## src/rtl/digit_serial_adder.sv

```systemverilog
// digit_serial_adder
//   Multi-cycle adder/subtractor that processes DIGIT bits per clock, least
//   significant digit first, with the inter-digit carry held in a register.
//   One operation takes WIDTH/DIGIT BUSY cycles between the operand and
//   result handshakes.
//
// Parameters
//   WIDTH      operand/result width (>= 1)
//   DIGIT      bits per cycle (1 <= DIGIT <= WIDTH, WIDTH % DIGIT == 0)
//
// Ports
//   clk        rising-edge clock for all state
//   rst        synchronous reset, active-high
//   in_valid   operand request
//   in_ready   operands accepted (IDLE and not in reset)
//   a, b       operands
//   cin        carry-in (add mode only)
//   sub        0: a+b+cin, 1: a-b computed as a + ~b + 1
//   out_valid  result available (DONE)
//   out_ready  consumer accepts the result
//   sum        result modulo 2^WIDTH
//   cout       carry out of the MSB (in subtract mode 1 = no borrow)
//   ovf        two's-complement overflow
module digit_serial_adder #(
  parameter int WIDTH = 16,
  parameter int DIGIT = 4
) (
  input  logic             clk,
  input  logic             rst,
  input  logic             in_valid,
  output logic             in_ready,
  input  logic [WIDTH-1:0] a,
  input  logic [WIDTH-1:0] b,
  input  logic             cin,
  input  logic             sub,
  output logic             out_valid,
  input  logic             out_ready,
  output logic [WIDTH-1:0] sum,
  output logic             cout,
  output logic             ovf
);

  localparam int N  = WIDTH / DIGIT;
  localparam int CW = (N > 1) ? $clog2(N) : 1;

  generate
    if (WIDTH < 1 || DIGIT < 1 || DIGIT > WIDTH || (WIDTH % DIGIT) != 0) begin : g_bad_params
      $error("digit_serial_adder: illegal WIDTH/DIGIT combination");
    end
  endgenerate

  localparam logic [1:0] IDLE = 2'd0;
  localparam logic [1:0] BUSY = 2'd1;
  localparam logic [1:0] DONE = 2'd2;

  logic [1:0]       state;
  logic [WIDTH-1:0] a_r;
  logic [WIDTH-1:0] b_r;       // already inverted for subtraction
  logic             carry;
  logic [CW-1:0]    cnt;

  logic [DIGIT-1:0] a_d;
  logic [DIGIT-1:0] b_d;
  logic [DIGIT-1:0] d_sum;
  logic             d_cout;
  logic             d_cmsb;    // carry into the top bit of the current digit
  logic             last;
  logic             accept;

  assign in_ready  = (state == IDLE) && !rst;
  assign out_valid = (state == DONE);
  assign accept    = in_valid && in_ready;
  assign last      = (cnt == CW'(N - 1));

  // One full-adder digit slice over the digit selected by the counter.
  always_comb begin
    // NOTE: every signal gets a default first so no path leaves it unassigned
    // and no latch is inferred.
    a_d    = '0;
    b_d    = '0;
    d_sum  = '0;
    d_cout = 1'b0;
    d_cmsb = 1'b0;
    a_d    = a_r[cnt*DIGIT +: DIGIT];
    b_d    = b_r[cnt*DIGIT +: DIGIT];
    {d_cout, d_sum} = {1'b0, a_d} + {1'b0, b_d} + {{DIGIT{1'b0}}, carry};
    // The sum bit is a ^ b ^ carry_in, so the carry into the top bit falls out
    // of an XOR; this also works for DIGIT == 1, where it is the carry register.
    d_cmsb = d_sum[DIGIT-1] ^ a_d[DIGIT-1] ^ b_d[DIGIT-1];
  end

  // NOTE: the operand registers are pure datapath captured on accept and never
  // read outside BUSY, so they carry no reset.
  always_ff @(posedge clk) begin
    if (accept) begin
      a_r <= a;
      b_r <= sub ? ~b : b;
    end
  end

  always_ff @(posedge clk) begin
    // NOTE: sequential state uses non-blocking assignments so every register
    // samples pre-edge values regardless of statement order.
    if (rst) begin
      state <= IDLE;
      sum   <= '0;
      cout  <= 1'b0;
      ovf   <= 1'b0;
      cnt   <= '0;
      carry <= 1'b0;
    end else begin
      case (state)
        IDLE: begin
          if (accept) begin
            carry <= sub ? 1'b1 : cin;
            cnt   <= '0;
            state <= BUSY;
          end
        end
        BUSY: begin
          sum[cnt*DIGIT +: DIGIT] <= d_sum;
          carry                   <= d_cout;
          if (last) begin
            cout  <= d_cout;
            ovf   <= d_cmsb ^ d_cout;
            state <= DONE;
          end else begin
            cnt <= cnt + 1'b1;
          end
        end
        DONE: begin
          if (out_ready) state <= IDLE;
        end
        default: state <= IDLE;
      endcase
    end
  end

endmodule

```

## config.mk

```make
export PLATFORM = sky130hd
export DESIGN_NAME = digit_serial_adder
export DESIGN_NICKNAME = d
export VERILOG_FILES = /design/src/rtl/digit_serial_adder.sv
export SDC_FILE = /design/constraint.sdc
export NUM_CORES = 1
export LEC_CHECK = 0
export CORE_MARGIN = 1.5
export CORE_UTILIZATION = 49
export DETAILED_ROUTE_END_ITERATION = 16
export PLACE_DENSITY = 0.75
export REMOVE_ABC_BUFFERS = 1
export SLEW_MARGIN = 20
export SYNTH_ARGS = -nofsm -noshare
export SYNTH_HDL_FRONTEND = slang
export SYNTH_SLANG_ARGS = --single-unit
```

## constraint.sdc

```tcl
create_clock -name clk -period 4.57 [get_ports clk]
set_input_delay 0.6855 -clock clk [delete_from_list [all_inputs] [get_ports clk]]
set_output_delay 0.6855 -clock clk [all_outputs]
set_load 0.01 [all_outputs]
```

# Word level (Yosys, flattened, before mapping)
# Cells that the tools add are included.
# W data, S select, Z words.
totals:
  in_bits: 38
  regBits: 55
  word_cells: 48
  out_inout_bits: 20
op_classes:
  mux: 12
  eq_ne: 7
  reduce_logical: 9
  n_addsub: 4
  bitwise: 4
  n_shift: 4
ops:
  columns: ["op", "n"]
  rows:
  - ["$neg A4 Y34", 1]
  - ["$shift A4 B34 Y16 const A", 1]
  - ["$shiftx A4 B34 Y16", 1]
  - ["$shiftx A16 B5 Y4", 2]
  - ["$bwmux W16", 1]
  - ["$mux W16", 1]
  - ["$not A16 Y16", 1]
  - ["$mux W2", 5]
  - ["$ne A2 B2 Y1 const B", 3]
  - ["$pmux W2 S3", 1]
  - ["$reduce_and A3 Y1", 2]
  - ["$add A4 B4 Y5", 1]
  - ["$add A5 B1 Y5", 1]
  - ["$eq A2 B2 Y1 const B", 2]
  - ["$pmux W2 S2", 1]
  - ["$reduce_and A2 Y1", 2]
  - ["$xor A1 B1 Y1", 3]
  - ["$add A2 B1 Y2 const B", 1]
  - ["$eq A2 B1 Y1 const B", 1]
  - ["$logic_and A1 B1 Y1", 2]
  - ["$logic_not A2 Y1", 1]
  - ["$mux W1", 2]
  - ["$ne A2 B1 Y1 const B", 1]
  - ["$pmux W1 S2", 1]
  - ["other kinds (2)", 2]

# Logic depth before layout (Yosys ltp)
# Gate-level depths: netlist of run 1.
logic_depth:
  word_depth: 6
  ltp_mapped: 9
  mapped_depth_nobuf: 8

# Worst setup path before layout of run 1
# OpenSTA, ideal clock, no wires.
synth_timing:
  path_type: "flip-flop to flip-flop"
  start: "register cnt[0]"
  end: "register ovf"
  setup_slack_ps: 1254
  arrival_time_ps: 3237
  n_path_buf: 1
  period_less_slack_ps: 3316
  path_stages_with_launch: 10
  setup_time_ps: 79
  required_ps: 4491
  cell_sequence: "dfxtp_1 -> buf_1 -> mux4_2 -> fa_1 -> fa_1 -> a21o_1 -> a21oi_1 -> xnor3_1 -> xnor2_1 -> a211oi_2"
synth_between:
  elab_chain_len: 6
  elab_cells_between_ends: 9
  cone_classes: "2 x add/sub; 1 x eq/ne; 2 x shift; 3 x bitwise; 1 x reduce/logical"
synth_rtl:
  columns: ["element", "line", "source"]
  rows:
  - ["start: declaration", "60", "logic [CW-1:0] cnt;"]
  - ["start signal: assignment", "128", "cnt <= cnt + 1'b1;"]
  - ["$shiftx A16 B5 Y4 (on tied branches)", "84, 85", null]
  - ["$add A4 B4 Y5", "86", "{d_cout, d_sum} = {1'b0, a_d} + {1'b0, b_d} + {{DIGIT{1'b0}}, carry};"]
  - ["$add A5 B1 Y5", "86", null]
  - ["$xor A1 B1 Y1 (2 in series)", "89", "d_cmsb = d_sum[DIGIT-1] ^ a_d[DIGIT-1] ^ b_d[DIGIT-1];"]
  - ["$xor A1 B1 Y1", "125", "ovf <= d_cmsb ^ d_cout;"]
  - ["end signal: assignment", "125", null]
  - ["end: declaration", "40", "output logic ovf"]
# Several ways; a longest one is shown, not always the timed one.
# A chain may end at the register's enable or synchronous reset.

# Final worst setup path of run 1
# Same ends and word-level chain as after synthesis.

==> metrics.txt, run 1 <==
status=complete, no violations; vias in the first global route=between 1500 and 2000; Syn. warnings=0; Worst Setup Start Kind=register; port bufs=between 50 and 60; EDFF count, synth=32; Cells after Synth=roughly 180; # fillers=between 300 and 400; layout cells sized above 1=0.0844; die width=73 um; switch share=0.236; clk slew on worst S/H paths=around 0.1 ns; fin crit period=around 3.3 ns; hold_buf cts=0; Power, Total=roughly 1.1 mW; Die H=approximately 73 um; via count=between 1500 and 2000; mapped cell area=2400 um2; detailed placer's ending HPWL=around 3100 um; fraction of registers with async set/reset=0; initial antenna violation count=0; std cell rows=25; Routed WL=4320 um; Avg Inst Size Synth=about 14 um2; Seq pwr share=0.522; Power Internal=about 0.8 mW; Setup CP Type=register to register; Layout Nets=285; most frequently used flop master after synthesis=edfxtp_1; Pre-antenna DRT Iters=4; most common cell after layout, fill and taps aside=clkdlybuf4s50_1; core area=roughly 4700 um2; Ant. Diodes=0; # IOs=58; min-delay worst type=register to register; worst skew pair latency=between 0.3 and 0.4 ns; relative slew slack=0.377; largest net degree at the start of global routing=34; worst-margin pin slew=roughly 0.93 ns; clk sink count=55; Comb pwr share=0.169; final hold violation count=0; total CTS buffers=5; Routability Congestion=0.855; DRC viols=0; Psw=approximately 0.25 mW; RSZ-0062 raised after global routing=no; die area=5330 um2; Critical Path Fanout Max=11; worst path required time=roughly 4.8 ns; Leak=approximately 1.1 nW; maxcap violations=0; Final Slew Violations=0; initial core utilization=0.508; worst endpoint data arrival time=between 3 and 4 ns; Routed Antenna Nets=0; skew final=between 0.009 and 0.01 ns; post-DR wirelength/cell=14.2 um; pwr dens=about 340 nW/um2; library cells used by synthesis=30; Peak Freq=between 0.2 and 0.3 GHz; 1st-iter DRT viols=between 100 and 150; global-route wire length before repair=around 7300 um; reg2reg setup slack=1.23 ns; synthesis-stage register bit count=55; post-synthesis sequential area ratio=0.592; DR vias/cell=5.07; CTS tree=done; post-CTS sizing=0; Root Driver=clkbuf_8; setup bufs post-CTS=0; grt ovf=0; Clk pwr share=0.309; clk buf depth=2; P&R area growth vs syn=32.0%; # H-tree levels=2; Total Routing Usage GR=0.184; setup TNS=0 ns; Setup Viol. Count Final=0; Max VDD drop=about 0.16 mV; Final period util=0.730; most frequent cells in the layout=clkdlybuf4s50_1 (57), edfxtp_1 (32), dfxtp_1 (23); Crit. End Element=register
==> power by group through the flow <==
stage | Sequential (mW) | Combinational (mW) | Clock (mW)
floorplan | 0.570 | 0.103 | 0
global placement | 0.570 | 0.178 | 0
detailed placement | 0.571 | 0.181 | 0
CTS | 0.560 | 0.182 | 0.340
global route | 0.562 | 0.198 | 0.358
finish | 0.559 | 0.181 | 0.331
==> critical path, stage by stage (launching register included) <==
cell and delay [ns]:
dfxtp_1 0.69, mux4_2 0.60, fa_1 0.44, fa_1 0.42
a21o_1 0.19, a21oi_1 0.27, xnor3_1 0.28, xnor2_1 0.15
a211oi_2 0.21
==> cell usage after synthesis (all sizes together) (2+ instances only) <==
cell type  instances  area (um2)
edfxtp            32         961
dfxtp             23         460
nor2              22        82.6
xor2              17         149
a22oi             16         120
ha                 9         113
mux4               8         180
a21oi              6        30.0
inv                5        18.8
nand2              5        18.8
and4               3        26.3
buf                3        13.8
clkbuf             3        11.3
nand2b             3        18.8
or3                3        18.8
a211oi             2        20.0
a21o               2        15.0
fa                 2        40.0
nand3              2        10.0
nor2b              2        12.5
xnor2              2        25.0
==> cell type report <==
type                    count  area (um2)  share of cell area
clock buffers               8         124              0.0391
inverters                   5        18.8             0.00592
multi-input cells         110         936               0.295
repair buffers             59         586               0.185
flip-flops and latches     55        1420               0.448
well taps                  67        83.8              0.0265
==> logic make-up (layout without fill, tap and decap cells) <==
logic type / count (synthesis) / after routing / share of synthesized area
AOI/OAI and AO/OA: 28 / 28 / 0.0839
adders and majority gates: 11 / 11 / 0.0636
xor gates and xnor gates: 20 / 20 / 0.0818
muxes: 8 / 8 / 0.0750
and+or+nand+nor: 43 / 43 / 0.0855
DFF: 55 / 55 / 0.592
buffers and inverters: 11 / 72 / 0.0182
==> state kept, by name (all words and copies together) (netlist names) <==
name / count
sum: 16
state: 2
carry: 1
b_r: 16
a_r: 16
ovf: 1
cout: 1
cnt: 2
==> path summary, 6_finish.rpt <==
path | start | end | cells after the start
worst min-delay path | sum[5] | sum[5] | 2
worst max-delay path | cnt[0] | ovf | 8
worst max register to register | cnt[0] | ovf | 8
worst min register to register | sum[5] | sum[5] | 2
==> per-stage QoR <==
step	utilization	area, um2	hold WS, ns	std cells	setup WS, ns
after floorplan	-	2380	0.455	170	1.42
after global placement	0.645	3050	0.479	296	1.31
after detailed placement	0.645	3050	0.486	296	1.23
after CTS	0.671	3170	0.514	304	1.18
after global routing	0.671	3170	0.543	304	1.03
final	0.671	3170	0.508	304	1.23
==> layer usage <==
layer  wire (um)  share of wire  global-route usage
met5           0              0                   0
met1        2030           0.47               0.236
met3         205          0.047              0.0525
met2        2020           0.47               0.294
met4          65          0.015              0.0755
No activity file was read; power rests on OpenSTA's default activity.
==> run 2: changes to the inputs <==
Clock period 4.57 ns to 3.3 ns, I/O delays scaled along.
==> run 2 against run 1 <==
Combinational power up 45%. Worst setup slack worse by 1.1 ns. Worst hold slack lost 0.0045 ns. Final cell count increased by 1.3%. Cell area stayed put. Utilization stayed put. Sequential power is 38% higher. Maximum frequency increased by 6.9%. Routed wire length grew 4.0%. Largest cell class unchanged. Largest power group unchanged.
==> metrics.txt, run 2 (same netlist as run 1, synthesis figures left out) <==
status=complete, no violations; CP max-delay cell=mux4_2; layout cells sized above 1=0.0954; port bufs=57; Max VDD drop=around 0.26 mV; clk slew on worst S/H paths=around 0.090 ns; multi-input logic area=936 um2; PnR worst setup slack=between 0.15 and 0.2 ns; Routed WL=4490 um; Worst path most repeated cell=fa_1; Crit. End Element=register; pwr dens=approximately 450 nW/um2; grt ovf=0; RSZ-0062 raised after global routing=no; Final Slew Violations=0; initial antenna violation count=0; non-filler instance count after layout=around 300; hold slack=slightly above 0.5 ns; Layout Nets=slightly below 300; relative slew slack=0.641; clk sink count=between 50 and 60; Critical Path Fanout Max=6; CP startpoint=cnt[0]; Top Layer Used=met4; skew final=~0.009 ns; largest net degree at the start of global routing=34; DR WL met3=between 200 and 250 um; # H-tree levels=2; # IOs=58; Comb pwr share=0.185; initial core utilization=0.508; most frequent cells in the layout=clkdlybuf4s50_1 (57), edfxtp_1 (32), dfxtp_1 (23); Routability Congestion=0.841; Crit path max-delay family=adder cells; via count=roughly 1600; Final period util=0.946; Place WS=approximately 0.18 ns; std cell rows=25; crit-path cells=mux4_2 > fa_1 > fa_1 > a21o_1 > a21oi_1 > xnor3_1 > xnor2_1 > a211oi_2; CTS tree=done; FF-to-FF Start=cnt[0]; die area=between 5000 and 6000 um2; Setup Viol. Count Final=0; core area=4720 um2; Peak Freq=~0.32 GHz; worst path required time=approximately 3.5 ns; setup TNS=0 ns; Leak=1.14 nW; switch share=0.251; register area=between 1000 and 1500 um2; worst skew pair latency=between 0.3 and 0.4 ns; Hold Startpoint=sum[0]; Power Internal=between 1 and 1.5 mW; hold_buf cts=0; Total Routing Usage GR=0.186; DR vias/cell=~5.1; Core Util, Final=0.671; # fillers=between 300 and 400; Die H=73 um; Inst Count DP=300; Seq pwr share=0.544; total CTS buffers=5; 1st-iter DRT viols=125; wire length on met1=about 2000 um; max incr delay on CP=~0.57 ns; clk buf depth=2; Largest regs=a_r x16, b_r x16, sum x16; worst-margin pin slew=approximately 0.54 ns; final hold violation count=0; Stages on worst setup path=8; R2R depth=8; Routed Antenna Nets=0; worst endpoint data arrival time=around 3.4 ns; detailed placer's ending HPWL=3330 um; RR Endpoint=ovf; vias in the first global route=1587; die width=73 um; crit path buf inv count=0; reg2reg setup slack=approximately 0.18 ns; DRC viols=0; fin crit period=~3.1 ns; maxcap violations=0; WL met2=roughly 2200 um; most common cell after layout, fill and taps aside=clkdlybuf4s50_1; post-DR wirelength/cell=between 10 and 15 um; min-delay worst type=register to register; Root Driver=clkbuf_8; Ant. Diodes=0; post-CTS sizing=0; Worst Setup Start Kind=register; setup bufs post-CTS=0; global-route wire length before repair=7310 um; Worst setup endpoint=ovf; Psw=roughly 0.36 mW; Pre-antenna DRT Iters=5; Setup CP Type=register to register; Clk pwr share=0.271; P&R area growth vs syn=32.0%
## run 2: changes by cell type in the layout (fill, tap and decap cells not counted)
cell        delta
buf_4          +4
clkbuf_16      -2
clkbuf_2       -1
clkbuf_8       +1
clkinv_1       +1
clkinvlp_4     +1
## run 2: tightest hold or removal path: cells and delay by family (launching register included)
kind | cells | cell delay (ns)
flip-flops | 1 | 0.33
AND/OR/NAND/NOR | 1 | 0.08
AO/OA/AOI/OAI | 1 | 0.06
## run 2: power groups by stage
stage	Sequential, mW	Clock, mW	Combinational (mW)
final	0.770	0.383	0.262
after global routing	0.774	0.415	0.285
after CTS	0.771	0.392	0.263
after detailed placement	0.787	0	0.260
after global placement	0.785	0	0.257
after floorplan	0.789	0	0.143
## run 2: worst min path at each step
stage / depth (start not counted) / slack [ns] / end
after CTS: 2 / 0.51 / sum[0]
after detailed placement: 2 / 0.49 / sum[4]
final: 2 / 0.50 / sum[0]
after global routing: 2 / 0.54 / sum[6]
after global placement: 2 / 0.48 / sum[8]
after floorplan: 1 / 0.46 / state[0]
## run 2: metrics by stage
stage | total power [mW] | cell area (um2)
after floorplan | 0.931 | 2380
after global placement | 1.04 | 3080
after detailed placement | 1.05 | 3080
after CTS | 1.43 | 3170
after global routing | 1.47 | 3170
final | 1.42 | 3170
## run 2: per-layer routing
layer | up-vias | GRT usage
li1 | 772 | -
met1 | 736 | 0.230
met2 | 61 | 0.305
met3 | 8 | 0.0470
met4 | 0 | 0.0839
met5 | - | 0
## run 2: final cells by class
| class | instances | share of cell area |
|---|---|---|
| clock buffers | 6 | 0.0261 |
| clock inverters | 2 | 0.00355 |
| inverters | 5 | 0.00592 |
| multi-input cells | 110 | 0.295 |
| flip-flops and latches | 55 | 0.448 |
| well taps | 67 | 0.0265 |
| repair buffers | 63 | 0.194 |
